File: config.mk
export PLATFORM = sky130hd
export DESIGN_NAME = seg_scan_ctrl
export DESIGN_NICKNAME = d
export VERILOG_FILES = /design/src/rtl/seg_scan_ctrl.sv
export SDC_FILE = /design/constraint.sdc
export NUM_CORES = 1
export LEC_CHECK = 0
export ABC_CLOCK_PERIOD_IN_PS = 5800
export CORE_UTILIZATION = 55
export DETAILED_ROUTE_END_ITERATION = 6
export HOLD_SLACK_MARGIN = 0.08
export PLACE_DENSITY_LB_ADDON = 0.12
export SYNTH_ARGS = -nofsm -noshare
export SYNTH_HDL_FRONTEND = slang
export SYNTH_SLANG_ARGS = --single-unit
File: constraint.sdc
create_clock -name clk -period 5.8 [get_ports clk]
set_input_delay 1.16 -clock clk [delete_from_list [all_inputs] [get_ports clk]]
set_output_delay 1.16 -clock clk [all_outputs]
set_load 0.01 [all_outputs]
File: src/rtl/seg_scan_ctrl.sv
// seg_scan_ctrl
// Time-multiplexed scan controller for an 8-digit seven-segment display.
// It holds eight hex digits, each with a blank flag. It steps a 3-bit digit
// index every DIV clocks, and that index drives the downstream 3-to-8 digit
// decoder. It also registers the segment pattern for the selected digit, so
// that pattern and sel always change on the same edge.
//
// State table:
//   state | meaning
//   HOLD  | en=0: prescaler parked at 0, sel frozen, segments dark
//   SCAN  | en=1: prescaler counts, sel advances every DIV cycles
//
// Ports:
//   clk         in   system clock, rising edge
//   rst_n       in   synchronous active-low reset
//   en          in   scan enable (selects SCAN/HOLD each cycle)
//   wr_en       in   digit register write strobe
//   wr_addr[2:0] in  digit index to write
//   wr_data[4:0] in  {blank, hex[3:0]}
//   sel[2:0]    out  current digit index (decoder select)
//   seg[6:0]    out  active-high {g,f,e,d,c,b,a} for the digit at sel
//   frame_done  out  one-cycle pulse on the cycle sel first reads 0 after 7
module seg_scan_ctrl #(
  parameter int DIV = 4
) (
  input  logic       clk,
  input  logic       rst_n,
  input  logic       en,
  input  logic       wr_en,
  input  logic [2:0] wr_addr,
  input  logic [4:0] wr_data,
  output logic [2:0] sel,
  output logic [6:0] seg,
  output logic       frame_done
);

  localparam logic [15:0] DIV_M1 = 16'(DIV - 1);

  typedef enum logic {
    HOLD = 1'b0,
    SCAN = 1'b1
  } state_t;

  state_t      state_q, state_d;
  logic [15:0] pre_q, pre_d;
  logic [15:0] pre_cur;
  logic        dwell_end;
  logic [2:0]  sel_q, sel_d;
  logic [6:0]  seg_q, seg_d;
  logic        frame_done_q, frame_done_d;
  logic [4:0]  digit_q [8];
  logic [4:0]  digit_d [8];

  function automatic logic [6:0] hex_enc(input logic [3:0] v);
    logic [6:0] p;
    case (v)
      4'h0: p = 7'h3F;
      4'h1: p = 7'h06;
      4'h2: p = 7'h5B;
      4'h3: p = 7'h4F;
      4'h4: p = 7'h66;
      4'h5: p = 7'h6D;
      4'h6: p = 7'h7D;
      4'h7: p = 7'h07;
      4'h8: p = 7'h7F;
      4'h9: p = 7'h6F;
      4'hA: p = 7'h77;
      4'hB: p = 7'h7C;
      4'hC: p = 7'h39;
      4'hD: p = 7'h5E;
      4'hE: p = 7'h79;
      default: p = 7'h71;
    endcase
    return p;
  endfunction

  // State register, together with all datapath flops.
  always_ff @(posedge clk) begin
    if (!rst_n) begin
      state_q      <= HOLD;
      pre_q        <= '0;
      sel_q        <= '0;
      seg_q        <= '0;
      frame_done_q <= 1'b0;
      for (int i = 0; i < 8; i++) begin
        digit_q[i] <= 5'h10;
      end
    end else begin
      state_q      <= state_d;
      pre_q        <= pre_d;
      sel_q        <= sel_d;
      seg_q        <= seg_d;
      frame_done_q <= frame_done_d;
      for (int i = 0; i < 8; i++) begin
        digit_q[i] <= digit_d[i];
      end
    end
  end

  // Next-state logic: the mode follows en every cycle. Coming out of HOLD,
  // the dwell restarts from zero, so the held digit gets a full DIV period.
  always_comb begin
    state_d   = en ? SCAN : HOLD;
    pre_cur   = (state_q == SCAN) ? pre_q : '0;
    dwell_end = (pre_cur == DIV_M1);
    pre_d     = '0;
    sel_d     = sel_q;
    if (state_d == SCAN) begin
      if (dwell_end) begin
        pre_d = '0;
        sel_d = sel_q + 3'd1;
      end else begin
        pre_d = pre_cur + 16'd1;
      end
    end
    for (int i = 0; i < 8; i++) begin
      digit_d[i] = digit_q[i];
    end
    if (wr_en) begin
      digit_d[wr_addr] = wr_data;
    end
  end

  // Output logic. The pattern is looked up with the sel value this edge
  // produces, so seg and sel always agree. It reads the pre-write digit
  // contents, so a write shows up one edge after it lands.
  always_comb begin
    seg_d        = '0;
    frame_done_d = 1'b0;
    if (state_d == SCAN) begin
      frame_done_d = dwell_end && (sel_q == 3'd7);
      if (!digit_q[sel_d][4]) begin
        seg_d = hex_enc(digit_q[sel_d][3:0]);
      end
    end
  end

  assign sel        = sel_q;
  assign seg        = seg_q;
  assign frame_done = frame_done_q;

endmodule

; ---- Yosys cells after proc, flatten, opt, wreduce, memory -nomap -nowiden
; Memories as Yosys holds them, arrays and structs flattened. A register that Yosys moved wholly into a read port is not among the register bits.
; Index checks and enable logic that the tools add are counted.
[word_totals]
ff_bits = 21
out_inout_bits = 11
memories = 2
latchBits = 0
ramBits = 40
word_cells = 46
in_bits = 12
mem_bits_ro = 112
[mem_list]
columns = name, depth, width, rd, rd_clocked_by_memory_dff, wr, line
row1 = (name not given), 16, 7, 1, 1, 0, 56  ; case (v)
row2 = digit_q, 8, 5, 9, 0, 8, 51  ; logic [4:0] digit_q [8];
[op_classes]
magnitude_cmp = 2
div = 0
n_bitwise = 11
addsub = 2
n_reduce_logical = 5
shift = 0
n_mux = 18
eq_ne = 2
n_mul = 0
[ops]
columns = cell, n
row1 = 5-bit 2-to-1 mux, 9
row2 = 40-bit bitwise mux, 1
row3 = 40-bit 2-to-1 mux, 1
row4 = 16-bit by 1-bit adder with 16-bit output (second input constant), 1
row5 = 16-bit by 2-bit == test with 1-bit output (second input constant), 1
row6 = 16-bit 2-to-1 mux, 1
row7 = 5-bit demux with 3-bit select, 1
row8 = 1-bit OR, 8
row9 = 3-bit 2-to-1 mux, 2
row10 = 3-bit OR reduction, 2
row11 = 4-bit greater-or-equal comparator (second input constant), 1
row12 = 4-bit by 1-bit < comparator with 1-bit output (second input constant), 1
row13 = 3-bit inverter with 4-bit output, 1
row14 = 3-bit by 1-bit adder with 3-bit output (second input constant), 1
row15 = 3-bit == test (second input constant), 1
row16 = 1-bit 2-to-1 mux, 3
row17 = 1-bit logical AND, 2
row18 = 1-bit inverter, 2
row19 = 2-bit AND reduction, 1

; ---- Longest topological paths before layout
[depth]
ltp_word = 8
mapped_depth = 15
ltp_nobuf = 14

; ---- Worst setup path after synthesis
; No wires, ideal clock.
[synth_path]
path_type = reg2reg
start = reg state_q
end = reg seg_q[3], in the netlist seg[3]
path_buffers = 3
path_stages_with_launch = 16
slack_ns = 2.592
arrival_time_ns = 3.088
t_required_ns = 5.681
period_less_slack_ns = 3.208
setup_ns = 0.119
path_cell_list = dfxtp_1 > clkbuf_1 > and2_1 > ha_1 > nor4b_2 > nand4_1 > a21boi_1 > xnor2_1 > buf_2 > mux2i_1 > mux2i_1 > mux2_2 > buf_6 > mux2_4 > mux2i_1 > nor2_1
[synth_via]
elab_chain_len = 6
[synth_rtl]
columns = element, line
row1 = start: declaration, 44  ; state_t state_q, state_d;
row2 = start signal: assignment, 89  ; state_q <= state_d;
row3 = 16-bit 2-to-1 mux *, 104  ; pre_cur = (state_q == SCAN) ? pre_q : '0;
row4 = 16-bit by 2-bit == test with 1-bit output *, 105  ; dwell_end = (pre_cur == DIV_M1);
row5 = 3-bit 2-to-1 mux *, 109  ; if (dwell_end) begin
row6 = 3-bit 2-to-1 mux *, 108  ; if (state_d == SCAN) begin
row7 = memory 8 x 5 bit *, n/a
row8 = 3-bit OR reduction (no line), n/a
row9 = end: declaration, 49  ; logic [6:0] seg_q, seg_d;
; Every way passes the cells marked *; elsewhere a longest branch is shown, timed or not.
; A chain may end at the register's enable or synchronous reset.

; ---- Worst setup path in the final report
; Ends and elaborated chain as after synthesis.

==> impl_metrics.json <==
{
  "status": "completed",
  "p_leak_nw": 1.60,
  "synth-warning-count": 0,
  "ys_types": 44,
  "cts_buffers": 9,
  "slowest_delay_ns": 0.55,
  "r2r-start": "state_q",
  "clock_path_buffers": 2,
  "post_drt_wl_per_cell_um": 15.5,
  "critPathLaunchType": "register",
  "fp-row-count": 28,
  "synth_top_cell_by_area": "dfxtp_1",
  "synth_simple_gate_area_share_pct": 19.4,
  "finalCritPeriodShare_pct": 63.7,
  "maxCapViolCount": 0,
  "fin_setup_tns_ns": 0,
  "hold_violations": 0,
  "synth_ff_type": "dfxtp_1",
  "port_buffers": 22,
  "synthesis.area_mm2": 0.00340,
  "gr-total-overflow": 0,
  "die_h_um": 80.6,
  "slew_viol_final": 0,
  "slew_headroom_pct": 19.7,
  "grt_pass1_vias": 2308,
  "grt_max_degree": 44,
  "pin_count": 23,
  "yosys.area_share.xor_xnor_pct": 4.12,
  "final_nets": 369,
  "synth_fp_nets": 351,
  "worst-setup-path-type": "register to register",
  "intPower_mw": 0.721,
  "track_usage_pct": 23.6,
  "synth_compound_area_share_pct": 3.13,
  "hold_class": "register to register",
  "diodes": 0,
  "fill_cells": 492,
  "routed_wl_mm": 6.69,
  "rrSetupSlack_ns": 2.10,
  "vias": 2347,
  "ant_nets": 0,
  "cts_setup_buffers": 0,
  "max_freq_mhz": 271,
  "synth_edf_count": 0,
  "ys_seq_elements": 68,
  "cp_cell_sequence": "nand2_1 > inv_1 > ha_1 > nor4b_2 > nand4_1 > a21bo_1 > mux2i_4 > mux2i_1 > mux2i_2 > ha_1 > mux2_4 > mux2i_1 > nor2_1",
  "root_buffer": "clkbuf_8",
  "first_iter_violations": 57,
  "pwr-share-clk_pct": 42.8,
  "gp_congestion": 0.818,
  "fin_crit_ns": 3.70,
  "crit_fanout": 12,
  "p_switching_mw": 0.209,
  "endpoint_kind": "register",
  "die-area_mm2": 0.00650,
  "antenna_found_initial": 0,
  "fin_skew_ns": 0.00472,
  "r2r_end": "seg[3]",
  "grt_pass1_wl_mm": 11.4,
  "required_ns": 6.03,
  "clk_pin_slew_ns": 0.07,
  "hold_depth": 2,
  "synth_top_family_by_area": "multiplexers",
  "rsz0062_at_grt": "false",
  "path_buf_inv": 1,
  "hpwlAfterDp_mm": 4.60,
  "route.detailed.drc": 0,
  "synth_area_leaders": "dfxtp_1 (40%), mux2i_1 (19%), nor2b_1 (6.3%)",
  "final_common_cell": "dfxtp_1",
  "clk_latency_ns": 0.34,
  "synthAdderAreaFrac_pct": 2.21,
  "p_per_area_mw_per_mm2": 241,
  "die_x_um": 80.6,
  "ir_drop_uv": 173,
  "viasPerCell": 5.45,
  "min_to": "digit_q[1][4]",
  "switching_share_pct": 22.5,
  "avgSynthCellArea_um2": 10.2,
  "drtPass1Iterations": 4,
  "initial_utilization_pct": 57.1,
  "async_flop_share_pct": 0,
  "holdBufCountCts": 0,
  "combPwrFrac_pct": 5.7,
  "r2r_cells": 13,
  "worst_path_max_delay_cell": "dfxtp_1",
  "worst-slew-pin-transition_ns": 1.19,
  "cts_tree": "yes",
  "cts_resized": 0,
  "setup_viol": 0,
  "synthDominantCellAreaShare_pct": 40.0,
  "core_mm2": 0.00596,
  "cts.sinks": 68,
  "ys_seq_area_share_pct": 40.0,
  "area_growth_syn_to_layout_pct": 13.4,
  "dp_slack_ns": 1.89,
  "min_from": "digit_q[1][4]",
  "htreeDepth": 3,
  "critPathTopFamily": "multiplexers",
  "final_layout_size_suffix_gt1_share_pct": 11.0,
  "cp_data_arrival_time_ns": 3.92,
  "synth_mux_area_share_pct": 27.7,
  "seqPwrFrac_pct": 51.5,
  "setup_ws_ns": 2.10,
  "syn_inst": 333,
  "final_cell_mix": "dfxtp_1 (68), mux2i_1 (66), nor2b_1 (34), nand2_1 (25), nor2_1 (24)",
  "hold_slack_ns": 0.482
}
[tightest hold or removal path: stages, from the launching register on]
cell and delay [ns]:
dfxtp_1 0.33, mux2i_1 0.07, nand2_1 0.05
[layer usage]
| metal | wire length, um | vias up | track usage (%) |
|---|---|---|---|
| li1 | - | 1189 | - |
| met2 | 3190 | 34 | 39.7 |
| met4 | 64 | 0 | 6.79 |
| met3 | 166 | 7 | 5.80 |
| met1 | 3280 | 1117 | 29.8 |
| met5 | 0 | - | 0 |
[power by group through the flow]
stage,logic [mW],clock network [mW],registers (mW)
6_report,0.0535,0.398,0.479
5_1_grt,0.0585,0.429,0.480
4_1_cts,0.0536,0.407,0.479
3_5_place_dp,0.0531,0,0.490
3_3_place_gp,0.0523,0,0.490
2_1_floorplan,0.0383,0,0.488
[flip-flops by register name, indices dropped and copies added, names as in the netlist]
name        flops
digit_q        40
frame_done      1
pre_q          16
seg             7
sel             3
state_q         1
[metrics by stage]
stage          instance area [um^2]  total power, mW  util, %  instances
2_1_floorplan                  3400            0.526        -        333
3_3_place_gp                   3650            0.542     61.3        415
3_5_place_dp                   3650            0.543     61.3        415
4_1_cts                        3860            0.940     64.7        431
5_1_grt                        3860            0.967     64.7        431
6_report                       3860            0.930     64.7        431
[layout make-up]
class | instances | area (um^2) | share of cell area (%)
Multi-Input combinational cell | 238 | 1920 | 49.8
Sequential cell | 68 | 1360 | 35.3
Timing Repair Buffer | 25 | 243 | 6.29
Clock buffer | 12 | 155 | 4.02
Tap cell | 75 | 93.8 | 2.43
Clock inverter | 4 | 47.5 | 1.23
Inverter | 9 | 33.8 | 0.876
[synth_stat cells (3+ instances only)]
library cell / instances
ha_1: 6
mux2i_1: 66
nor2_1: 24
nand4_1: 3
xor2_1: 14
nand2b_1: 3
mux4_2: 8
nand2_1: 25
dfxtp_1: 68
clkbuf_1: 15
inv_1: 8
and2_1: 3
a21oi_1: 3
nand3_1: 10
nand4b_1: 3
nor2b_1: 34
[cell families after synthesis]
group,Yosys count
AND/OR/NAND/NOR,121
multiplexers,80
flip-flops,68
buffers and inverters,27
XOR/XNOR,16
AO/OA/AOI/OAI,15
adder cells (fa/ha/maj),6
[how the worst max path moves through the flow]
stage                       start  endpoint  slack [ns]  depth (start not counted)
after CTS                 state_q    seg[3]        2.12                         14
after floorplan           state_q    seg[3]        2.59                         15
after detailed placement       en    seg[3]        1.89                          9
after global placement         en    seg[3]        1.99                          9
final                     state_q    seg[3]        2.10                         13
after global routing      state_q    seg[3]        1.81                         14
No activity file was read; power rests on OpenSTA's default activity.
